[src/rtl/uart_rx_ctrl.sv]
// uart_rx_ctrl: receive-side controller for the UART receiver.
//
// This block generates the programmable 16x oversampling tick that paces the
// receiver. It captures each completed frame, together with its parity and
// frame error flags, into a first-word fall-through FIFO. The FIFO is
// presented to the consumer as a valid/ready stream. The block also keeps
// sticky overrun status and a saturating error counter for software.
//
// Stream handshake: m_valid is high whenever the FIFO holds at least one
// entry. m_data/m_err always show the head entry while m_valid is high. An
// entry is consumed in any cycle where m_valid & m_ready are both high at the
// rising clock edge. m_ready is ignored while m_valid is low.
//
// Ports:
//   clk, reset     system clock; synchronous active-high reset
//   enable         receive path active (tick running, frames accepted)
//   baud_div       clk cycles per tick_16x, minus 1
//   tick_16x       one-cycle oversampling strobe to the receiver
//   rx_data        received word, valid while data_ready is high
//   data_ready     one-cycle frame-complete pulse
//   parity_err     parity error flag of the current frame
//   frame_err      stop-bit error flag of the current frame
//   m_data, m_err  FIFO head word and flags {parity_err, frame_err}
//   m_valid        FIFO non-empty
//   m_ready        consumer accepts the head entry
//   fifo_count     occupancy, 0..FIFO_DEPTH
//   overrun        sticky: a frame was dropped on a full FIFO
//   err_count      saturating count of accepted frames with an error flag
//   clear_status   clears overrun and err_count
module uart_rx_ctrl #(
   parameter int DATA_BITS  = 8,
   parameter int FIFO_DEPTH = 8,
   parameter int DIV_WIDTH  = 16
) (
   input  logic                          clk,
   input  logic                          reset,
   input  logic                          enable,
   input  logic [DIV_WIDTH-1:0]          baud_div,
   output logic                          tick_16x,
   input  logic [DATA_BITS-1:0]          rx_data,
   input  logic                          data_ready,
   input  logic                          parity_err,
   input  logic                          frame_err,
   output logic [DATA_BITS-1:0]          m_data,
   output logic [1:0]                    m_err,
   output logic                          m_valid,
   input  logic                          m_ready,
   output logic [$clog2(FIFO_DEPTH):0]   fifo_count,
   output logic                          overrun,
   output logic [7:0]                    err_count,
   input  logic                          clear_status
);

   localparam int PW = $clog2(FIFO_DEPTH);
   localparam int CW = PW + 1;
   localparam int EW = DATA_BITS + 2;

   // ---------------------------------------------------------------
   // Tick generator
   // ---------------------------------------------------------------
   logic [DIV_WIDTH-1:0] div_cnt_q, div_cnt_d;
   logic                 tick_q, tick_d;

   always_comb begin
      div_cnt_d = '0;
      tick_d    = 1'b0;
      if (enable) begin
         // The >= compare ensures the counter wraps on the next cycle
         // if baud_div is lowered below the current count.
         if (div_cnt_q >= baud_div) begin
            div_cnt_d = '0;
            tick_d    = 1'b1;
         end else begin
            div_cnt_d = div_cnt_q + 1'b1;
         end
      end
   end

   always_ff @(posedge clk) begin
      if (reset) begin
         div_cnt_q <= '0;
         tick_q    <= 1'b0;
      end else begin
         div_cnt_q <= div_cnt_d;
         tick_q    <= tick_d;
      end
   end

   assign tick_16x = tick_q;

   // ---------------------------------------------------------------
   // FIFO control
   // ---------------------------------------------------------------
   logic [EW-1:0] mem_q [FIFO_DEPTH];
   logic [PW-1:0] wr_ptr_q, wr_ptr_d;
   logic [PW-1:0] rd_ptr_q, rd_ptr_d;
   logic [CW-1:0] count_q, count_d;
   logic          overrun_q, overrun_d;
   logic [7:0]    err_cnt_q, err_cnt_d;

   logic push, pop, full, accept, drop, frame_has_err;

   assign push          = data_ready & enable;
   assign full          = (count_q == CW'(FIFO_DEPTH));
   assign pop           = m_valid & m_ready;
   // A full FIFO still accepts a push when the head leaves in the same cycle.
   assign accept        = push & (~full | pop);
   assign drop          = push & full & ~pop;
   assign frame_has_err = parity_err | frame_err;

   always_comb begin
      wr_ptr_d = wr_ptr_q;
      rd_ptr_d = rd_ptr_q;
      count_d  = count_q;
      if (accept) wr_ptr_d = wr_ptr_q + 1'b1;
      if (pop)    rd_ptr_d = rd_ptr_q + 1'b1;
      if (accept && !pop)      count_d = count_q + 1'b1;
      else if (pop && !accept) count_d = count_q - 1'b1;
   end

   // Status: an event in the same cycle as clear_status takes precedence.
   always_comb begin
      overrun_d = overrun_q;
      err_cnt_d = err_cnt_q;
      if (drop)              overrun_d = 1'b1;
      else if (clear_status) overrun_d = 1'b0;

      if (clear_status) begin
         err_cnt_d = (accept && frame_has_err) ? 8'd1 : 8'd0;
      end else if (accept && frame_has_err && (err_cnt_q != 8'hFF)) begin
         err_cnt_d = err_cnt_q + 8'd1;
      end
   end

   always_ff @(posedge clk) begin
      if (reset) begin
         wr_ptr_q  <= '0;
         rd_ptr_q  <= '0;
         count_q   <= '0;
         overrun_q <= 1'b0;
         err_cnt_q <= '0;
      end else begin
         wr_ptr_q  <= wr_ptr_d;
         rd_ptr_q  <= rd_ptr_d;
         count_q   <= count_d;
         overrun_q <= overrun_d;
         err_cnt_q <= err_cnt_d;
      end
   end

   // Storage needs no reset; the pointers define which entries are live.
   always_ff @(posedge clk) begin
      if (!reset && accept) begin
         mem_q[wr_ptr_q] <= {parity_err, frame_err, rx_data};
      end
   end

   logic [EW-1:0] head;
   assign head = mem_q[rd_ptr_q];

   assign m_valid    = (count_q != '0);
   // Head is forced to zero when empty so the outputs are defined after reset.
   assign m_data     = m_valid ? head[DATA_BITS-1:0] : '0;
   assign m_err      = m_valid ? head[EW-1:DATA_BITS] : 2'b00;
   assign fifo_count = count_q;
   assign overrun    = overrun_q;
   assign err_count  = err_cnt_q;

endmodule

[config.mk]
export PLATFORM = sky130hd
export DESIGN_NAME = uart_rx_ctrl
export DESIGN_NICKNAME = d
export VERILOG_FILES = /design/src/rtl/uart_rx_ctrl.sv
export SDC_FILE = /design/constraint.sdc
export NUM_CORES = 1
export LEC_CHECK = 0
export ABC_AREA = 1
export CAP_MARGIN = 10
export CORE_MARGIN = 2
export CORE_UTILIZATION = 40
export CTS_CLUSTER_DIAMETER = 60
export DETAILED_ROUTE_END_ITERATION = 6
export HOLD_SLACK_MARGIN = 0.1
export PLACE_DENSITY = 0.58
export SYNTH_ARGS = -nofsm -noshare
export SYNTH_HDL_FRONTEND = slang
export SYNTH_SLANG_ARGS = --single-unit
[constraint.sdc]
create_clock -name clk -period 4.9 [get_ports clk]
set_clock_uncertainty 0.2 [all_clocks]
set_input_delay 0.98 -clock clk [delete_from_list [all_inputs] [get_ports clk]]
set_output_delay 0.98 -clock clk [all_outputs]
set_load 0.05 [all_outputs]
==> results of run 1 <==
[per-layer routing]
layer / part of all wire (%) / GRT usage, % / up-vias
li1: - / - / 1986
met2: 48 / 26.72 / 81
met3: 3.8 / 4.088 / 14
met4: 1.6 / 7.849 / 0
met5: 0 / 0 / -
met1: 47 / 21.38 / 1802
[cell families after synthesis]
group / after synthesis
buf+inv: 63
simple gates: 215
mux: 10
fa+ha+maj: 24
flops: 119
compound gates: 95
xor+xnor: 19
[flip-flops by register name, indices dropped and copies added, names as in the netlist, named ones only]
register and cells:
rd_ptr_q 3, fifo_count 4, tick_16x 1, wr_ptr_q 3
div_cnt_q 16, overrun 1, mem_q 80, err_count 8
[Yosys cell counts, types with 3 or more instances]
master / number
sky130_fd_sc_hd__nor2_1: 107
sky130_fd_sc_hd__edfxtp_1: 80
sky130_fd_sc_hd__nand2_1: 61
sky130_fd_sc_hd__inv_1: 44
sky130_fd_sc_hd__o21ai_0: 42
sky130_fd_sc_hd__dfxtp_1: 39
sky130_fd_sc_hd__ha_1: 23
sky130_fd_sc_hd__a21oi_1: 21
sky130_fd_sc_hd__o21ai_1: 20
sky130_fd_sc_hd__nor2_2: 14
sky130_fd_sc_hd__nand3_1: 13
sky130_fd_sc_hd__mux2i_1: 10
sky130_fd_sc_hd__o22ai_1: 10
sky130_fd_sc_hd__xnor2_1: 10
sky130_fd_sc_hd__clkbuf_1: 9
sky130_fd_sc_hd__xor2_1: 9
sky130_fd_sc_hd__buf_2: 4
sky130_fd_sc_hd__inv_2: 4
sky130_fd_sc_hd__nand4_1: 4
sky130_fd_sc_hd__nand2_2: 3
[where the power goes]
part	total (mW)	switching [mW]	internal, mW
Sequential	1.17	0.0639	1.11
Combinational	1.00	0.660	0.341
Clock	1.25	0.408	0.842
[through the flow]
step                instance area (um2)  power (mW)  utilization [%]
CTS                                6845       3.454            51.49
floorplan                          5474       1.891                -
global route                       6845       3.598            51.49
detailed placement                 6250       2.196            47.01
global placement                   6250       2.180            47.01
finish                             6845       3.425            51.49
[path summary, 6_finish.rpt]
kind	endpoint	cells after the start
max	m_data[4]	6
min	div_cnt_q[0]	1
max reg2reg	fifo_count[3]	12
min reg2reg	div_cnt_q[0]	1
[critical path, cell delays in order (launching register included)]
cell	delay [ps]
sky130_fd_sc_hd__dfxtp_1	810
sky130_fd_sc_hd__buf_4	330
sky130_fd_sc_hd__o21ai_0	110
sky130_fd_sc_hd__o21ai_1	130
sky130_fd_sc_hd__o21ai_0	90
sky130_fd_sc_hd__nor2_1	140
sky130_fd_sc_hd__clkdlybuf4s50_1	810
[area by class of cell]
class                   instances  area share, %
flip-flops and latches        119          46.50
clock buffers                  21          6.434
inverters                      48          2.632
repair buffers                 65          9.176
multi-input cells             363          29.78
clock inverters                11          2.266
well taps                     176          3.217
==> run_summary.xml, run 1 <==
<?xml version="1.0" encoding="UTF-8"?>
<metrics>
  <group name="finish">
    <metric name="final_common_cell" unit="">sky130_fd_sc_hd__nor2_1</metric>
    <metric name="drive_above_1_share" unit="%">10.85</metric>
    <metric name="register_area" unit="um2">3183</metric>
    <metric name="non_filler_instance_count_after_layout" unit="">803</metric>
    <metric name="nFillCells" unit="">1227</metric>
    <metric name="syn_to_final_growth" unit="%">25.05</metric>
    <metric name="diodes" unit="">0</metric>
    <metric name="commonest_cells_after_routing_fill_and_taps_aside" unit="">sky130_fd_sc_hd__nor2_1, sky130_fd_sc_hd__edfxtp_1, sky130_fd_sc_hd__nand2_1</metric>
    <metric name="fin_nets" unit="">670</metric>
    <metric name="multi_input_area" unit="um2">2038</metric>
  </group>
  <group name="floorplan">
    <metric name="die_area" unit="um2">14640</metric>
    <metric name="die_y" unit="um">121.0</metric>
    <metric name="pin_count" unit="">57</metric>
    <metric name="placeableCoreArea" unit="um2">13300</metric>
    <metric name="initial_utilization" unit="%">41.17</metric>
    <metric name="fp.dieW" unit="um">121.0</metric>
    <metric name="row_count" unit="">42</metric>
  </group>
  <group name="synth">
    <metric name="ys.flop_type" unit="">sky130_fd_sc_hd__edfxtp_1</metric>
    <metric name="synth-simple-area-share" unit="%">17.71</metric>
    <metric name="synth_area" unit="um2">5474</metric>
    <metric name="synthArstFlopShare" unit="%">0</metric>
    <metric name="post_synth_mux_area_share" unit="%">1.829</metric>
    <metric name="post_synth_inst_count" unit="">545</metric>
    <metric name="synth_top_cells_by_area" unit="">sky130_fd_sc_hd__edfxtp_1, sky130_fd_sc_hd__dfxtp_1, sky130_fd_sc_hd__nor2_1</metric>
    <metric name="synth_top_family_by_area" unit="">simple AND/OR/NAND/NOR gates</metric>
    <metric name="synthDominantCellAreaShare" unit="%">43.89</metric>
    <metric name="synth_edf_count" unit="">80</metric>
    <metric name="synth_adder_area_share" unit="%">5.623</metric>
    <metric name="synth.net_count" unit="">601</metric>
    <metric name="synth-warning-count" unit="">0</metric>
    <metric name="cell_type_with_the_largest_total_area_after_synthesis" unit="">sky130_fd_sc_hd__edfxtp_1</metric>
    <metric name="postSynthRegisterBits" unit="">119</metric>
    <metric name="synthesis.area_per_instance" unit="um2">10.04</metric>
    <metric name="synth.distinct_cells" unit="">34</metric>
    <metric name="fraction_of_the_yosys_area_taken_by_sequential_cells" unit="%">58.15</metric>
    <metric name="synth-compound-area-share" unit="%">9.029</metric>
    <metric name="synth_xor_area_share" unit="%">3.040</metric>
  </group>
  <group name="critical_path">
    <metric name="r2r_slack" unit="ps">2270</metric>
    <metric name="worstPathRequired" unit="ps">3720</metric>
    <metric name="setup.worst_path.start_class" unit="">register</metric>
    <metric name="critical_path_class" unit="">register to output pin</metric>
    <metric name="reg2reg_from" unit="">fifo_count[1]</metric>
    <metric name="critical_path.endpoint_type" unit="">output pin</metric>
    <metric name="critical_path_peak_fanout" unit="">24</metric>
    <metric name="cp.arrival" unit="ps">2830</metric>
  </group>
  <group name="route">
    <metric name="vias" unit="">3883</metric>
    <metric name="routedWlPerCell" unit="um">14.23</metric>
    <metric name="detail_route.drc_violations" unit="">0</metric>
    <metric name="avgViaCountPerCell" unit="">4.836</metric>
    <metric name="finalWirelength" unit="um">11430</metric>
    <metric name="dr.pass1.iters" unit="">4</metric>
    <metric name="route.antenna.remaining_nets" unit="">0</metric>
    <metric name="drc_violation_total_after_the_first_tritonroute_iteration" unit="">336</metric>
  </group>
  <group name="grt">
    <metric name="grt_usage" unit="%">16.73</metric>
    <metric name="first_global_vias" unit="">3770</metric>
    <metric name="grt_max_degree" unit="">31</metric>
    <metric name="number_of_antenna_violations_at_the_first_check_in_global_routing" unit="">0</metric>
    <metric name="grt_remaining_overflow" unit="">0</metric>
    <metric name="first_pass_grt_wire_length" unit="um">18420</metric>
  </group>
  <group name="timing">
    <metric name="finalWorstPathRequiredPeriod" unit="ps">4014</metric>
    <metric name="period_utilisation_layout" unit="%">81.92</metric>
    <metric name="max_freq" unit="GHz">0.2491</metric>
    <metric name="setup-violations-final" unit="">0</metric>
    <metric name="report.final.hold_viol_count" unit="">0</metric>
    <metric name="fin_worst_hold_slack" unit="ps">247.5</metric>
    <metric name="setup_slack" unit="ps">886.0</metric>
    <metric name="setup_repair_after_global_routing_missed_its_margin" unit="">no</metric>
    <metric name="drv_slew" unit="">0</metric>
    <metric name="max_slew_margin" unit="%">25.06</metric>
    <metric name="setup_tns" unit="ps">0</metric>
    <metric name="worst_pin_slew" unit="ps">1120</metric>
  </group>
  <group name="clock_network">
    <metric name="clock_buffers_created_by_tritoncts" unit="">17</metric>
    <metric name="ctsHtreeMaxLevel" unit="">4</metric>
    <metric name="clk_transition_reported_paths" unit="ps">50</metric>
    <metric name="cts_repair_resizes" unit="">0</metric>
    <metric name="post_cts_setup_repair_bufs" unit="">0</metric>
    <metric name="clk_latency" unit="ps">410</metric>
    <metric name="clockBufferDepth" unit="">2</metric>
    <metric name="holdBufCountCts" unit="">0</metric>
    <metric name="cts_tree" unit="">built</metric>
    <metric name="clockRootBuffer" unit="">sky130_fd_sc_hd__clkbuf_16</metric>
    <metric name="tritoncts_num_sinks" unit="">119</metric>
  </group>
  <group name="min_path">
    <metric name="min_path_type" unit="">register to register</metric>
    <metric name="worst_hold_startpoint" unit="">div_cnt_q[0]</metric>
  </group>
  <group name="placement">
    <metric name="detailedPlace.worstSlack" unit="ps">1300</metric>
    <metric name="gp_congestion" unit="">0.8133</metric>
    <metric name="io_buffer_count" unit="">56</metric>
    <metric name="place_hpwl" unit="um">7761</metric>
    <metric name="post-place-cells" unit="">771</metric>
  </group>
  <group name="outcome">
    <metric name="outcome" unit="">finished, final reports clean</metric>
  </group>
  <group name="pwr">
    <metric name="vdd_drop_max" unit="uV">242.9</metric>
    <metric name="power-per-cell-area" unit="nW/um2">500.3</metric>
    <metric name="p_leak" unit="nW">2.524</metric>
  </group>
  <group name="job">
    <metric name="max_cap_violations" unit="">0</metric>
  </group>
</metrics>
Power figures use the tool's default switching activity.
==> run 2: changes to the inputs <==
Clock period 4.9 ns to 4.1 ns, I/O delays scaled along.
==> run_summary.xml, run 2 (synthesis gave the netlist of run 1 again) <==
<?xml version="1.0" encoding="UTF-8"?>
<metrics>
  <group name="timing">
    <metric name="max_slew_margin" unit="%">28.57</metric>
    <metric name="worst_pin_slew" unit="ps">1068</metric>
    <metric name="report.final.hold_viol_count" unit="">0</metric>
    <metric name="period_utilisation_layout" unit="%">86.38</metric>
    <metric name="setup_tns" unit="ps">0</metric>
    <metric name="max_freq" unit="GHz">0.2824</metric>
    <metric name="setup_repair_after_global_routing_missed_its_margin" unit="">no</metric>
    <metric name="setup-violations-final" unit="">0</metric>
    <metric name="finalWorstPathRequiredPeriod" unit="ps">3542</metric>
    <metric name="drv_slew" unit="">0</metric>
    <metric name="fin_worst_hold_slack" unit="ps">247.3</metric>
  </group>
  <group name="grt">
    <metric name="first_pass_grt_wire_length" unit="um">18230</metric>
    <metric name="grt_remaining_overflow" unit="">0</metric>
    <metric name="first_global_vias" unit="">3713</metric>
    <metric name="number_of_antenna_violations_at_the_first_check_in_global_routing" unit="">0</metric>
    <metric name="grt_max_degree" unit="">41</metric>
    <metric name="grt_usage" unit="%">16.26</metric>
  </group>
  <group name="route">
    <metric name="route.antenna.remaining_nets" unit="">0</metric>
    <metric name="avgViaCountPerCell" unit="">4.797</metric>
    <metric name="drc_violation_total_after_the_first_tritonroute_iteration" unit="">329</metric>
    <metric name="detail_route.drc_violations" unit="">0</metric>
    <metric name="dr.pass1.iters" unit="">5</metric>
    <metric name="routedWlPerCell" unit="um">13.90</metric>
    <metric name="vias" unit="">3847</metric>
    <metric name="finalWirelength" unit="um">11150</metric>
  </group>
  <group name="finish">
    <metric name="register_area" unit="um2">3183</metric>
    <metric name="multi_input_area" unit="um2">2038</metric>
    <metric name="largest_reg_flops" unit="">80</metric>
    <metric name="diodes" unit="">0</metric>
    <metric name="commonest_cells_after_routing_fill_and_taps_aside" unit="">sky130_fd_sc_hd__nor2_1, sky130_fd_sc_hd__edfxtp_1, sky130_fd_sc_hd__nand2_1</metric>
    <metric name="non_filler_instance_count_after_layout" unit="">802</metric>
    <metric name="syn_to_final_growth" unit="%">23.31</metric>
    <metric name="nFillCells" unit="">1230</metric>
    <metric name="fin_nets" unit="">669</metric>
    <metric name="final_common_cell" unit="">sky130_fd_sc_hd__nor2_1</metric>
    <metric name="largest_register" unit="">mem_q</metric>
    <metric name="drive_above_1_share" unit="%">10.38</metric>
  </group>
  <group name="critical_path">
    <metric name="worstPathRequired" unit="ps">3080</metric>
    <metric name="critical_path_peak_fanout" unit="">12</metric>
    <metric name="setup.worst_path.start_class" unit="">register</metric>
    <metric name="reg2reg_from" unit="">fifo_count[1]</metric>
    <metric name="cp.arrival" unit="ps">2520</metric>
    <metric name="worst_r2r_endpoint" unit="">fifo_count[3]</metric>
    <metric name="r2r_slack" unit="ps">1500</metric>
    <metric name="worstRegToRegCells" unit="">12</metric>
    <metric name="critical_path_class" unit="">register to output pin</metric>
    <metric name="critical_path.endpoint_type" unit="">output pin</metric>
  </group>
  <group name="floorplan">
    <metric name="placeableCoreArea" unit="um2">13300</metric>
    <metric name="pin_count" unit="">57</metric>
    <metric name="row_count" unit="">42</metric>
    <metric name="initial_utilization" unit="%">41.17</metric>
    <metric name="die_area" unit="um2">14640</metric>
    <metric name="die_y" unit="um">121.0</metric>
    <metric name="fp.dieW" unit="um">121.0</metric>
  </group>
  <group name="clock_network">
    <metric name="tritoncts_num_sinks" unit="">119</metric>
    <metric name="clock_buffers_created_by_tritoncts" unit="">17</metric>
    <metric name="clockRootBuffer" unit="">sky130_fd_sc_hd__clkbuf_16</metric>
    <metric name="cts_tree" unit="">built</metric>
    <metric name="holdBufCountCts" unit="">0</metric>
    <metric name="clk_latency" unit="ps">400</metric>
    <metric name="ctsHtreeMaxLevel" unit="">4</metric>
    <metric name="cts_repair_resizes" unit="">0</metric>
    <metric name="clockBufferDepth" unit="">2</metric>
    <metric name="post_cts_setup_repair_bufs" unit="">0</metric>
    <metric name="clk_transition_reported_paths" unit="ps">50</metric>
  </group>
  <group name="outcome">
    <metric name="outcome" unit="">finished, final reports clean</metric>
  </group>
  <group name="pwr">
    <metric name="p_leak" unit="nW">2.482</metric>
    <metric name="power-per-cell-area" unit="nW/um2">574.6</metric>
    <metric name="vdd_drop_max" unit="uV">287.4</metric>
  </group>
  <group name="placement">
    <metric name="io_buffer_count" unit="">56</metric>
    <metric name="post-place-cells" unit="">770</metric>
    <metric name="place_hpwl" unit="um">7770</metric>
    <metric name="gp_congestion" unit="">0.7962</metric>
  </group>
  <group name="min_path">
    <metric name="hold_depth" unit="">1</metric>
    <metric name="worst_hold_startpoint" unit="">div_cnt_q[0]</metric>
    <metric name="min_path_type" unit="">register to register</metric>
    <metric name="timing.hold.worst_endpoint" unit="">div_cnt_q[0]</metric>
  </group>
  <group name="job">
    <metric name="max_cap_violations" unit="">0</metric>
  </group>
</metrics>
-- run 2: stage by stage --
stage	setup slack, ps	total power, mW	utilization [%]	cell area, um2
after CTS	560.8	3.915	50.77	6750
after global routing	406.0	4.093	50.77	6750
after global placement	729.0	2.619	46.95	6242
final	558.4	3.879	50.77	6750
after floorplan	679.7	2.260	-	5474
after detailed placement	686.7	2.633	46.95	6242
-- run 2: how the worst max path moves through the flow --
stage               cells after the start           from  slack [ps]     endpoint
finish                                  5  fifo_count[1]         560    m_data[7]
global route                            5  fifo_count[1]         410    m_data[7]
CTS                                     5  fifo_count[1]         560    m_data[7]
detailed placement                      7         enable         690  mem_q[7][5]
global placement                        7         enable         730  mem_q[7][5]
floorplan                               5  fifo_count[1]         680    m_data[0]
-- run 2: area by class of cell --
class	instances	area share (%)
timing repair buffer	64	9.194
inverter	48	2.669
multi-input combinational	363	30.19
clock inverter	6	0.4263
sequential	119	47.15
clock buffer	26	7.099
tap	176	3.262
-- run 2: critical path, cell delays in order, from the launching register on --
cell	delay, ps
sky130_fd_sc_hd__dfxtp_1	440
sky130_fd_sc_hd__nor2_1	110
sky130_fd_sc_hd__nand2_1	380
sky130_fd_sc_hd__o21ai_0	190
sky130_fd_sc_hd__nor2_1	180
sky130_fd_sc_hd__clkdlybuf4s50_1	820
-- run 2: where the power goes --
group / leakage, nW / total [mW] / switching (mW) / internal [mW]
combinational: 1.19 / 1.23 / 0.823 / 0.410
sequential: 1.04 / 1.37 / 0.0463 / 1.33
clock: 0.253 / 1.27 / 0.477 / 0.795
total: 2.48 / 3.88 / 1.35 / 2.53
-- run 2: per-layer routing --
metal	share of wire (%)	global-route usage (%)	vias up
li1	-	-	1985
met1	48	21.72	1775
met2	47	25.07	79
met3	4.5	3.900	8
met4	0.86	7.340	0
met5	0	0	-
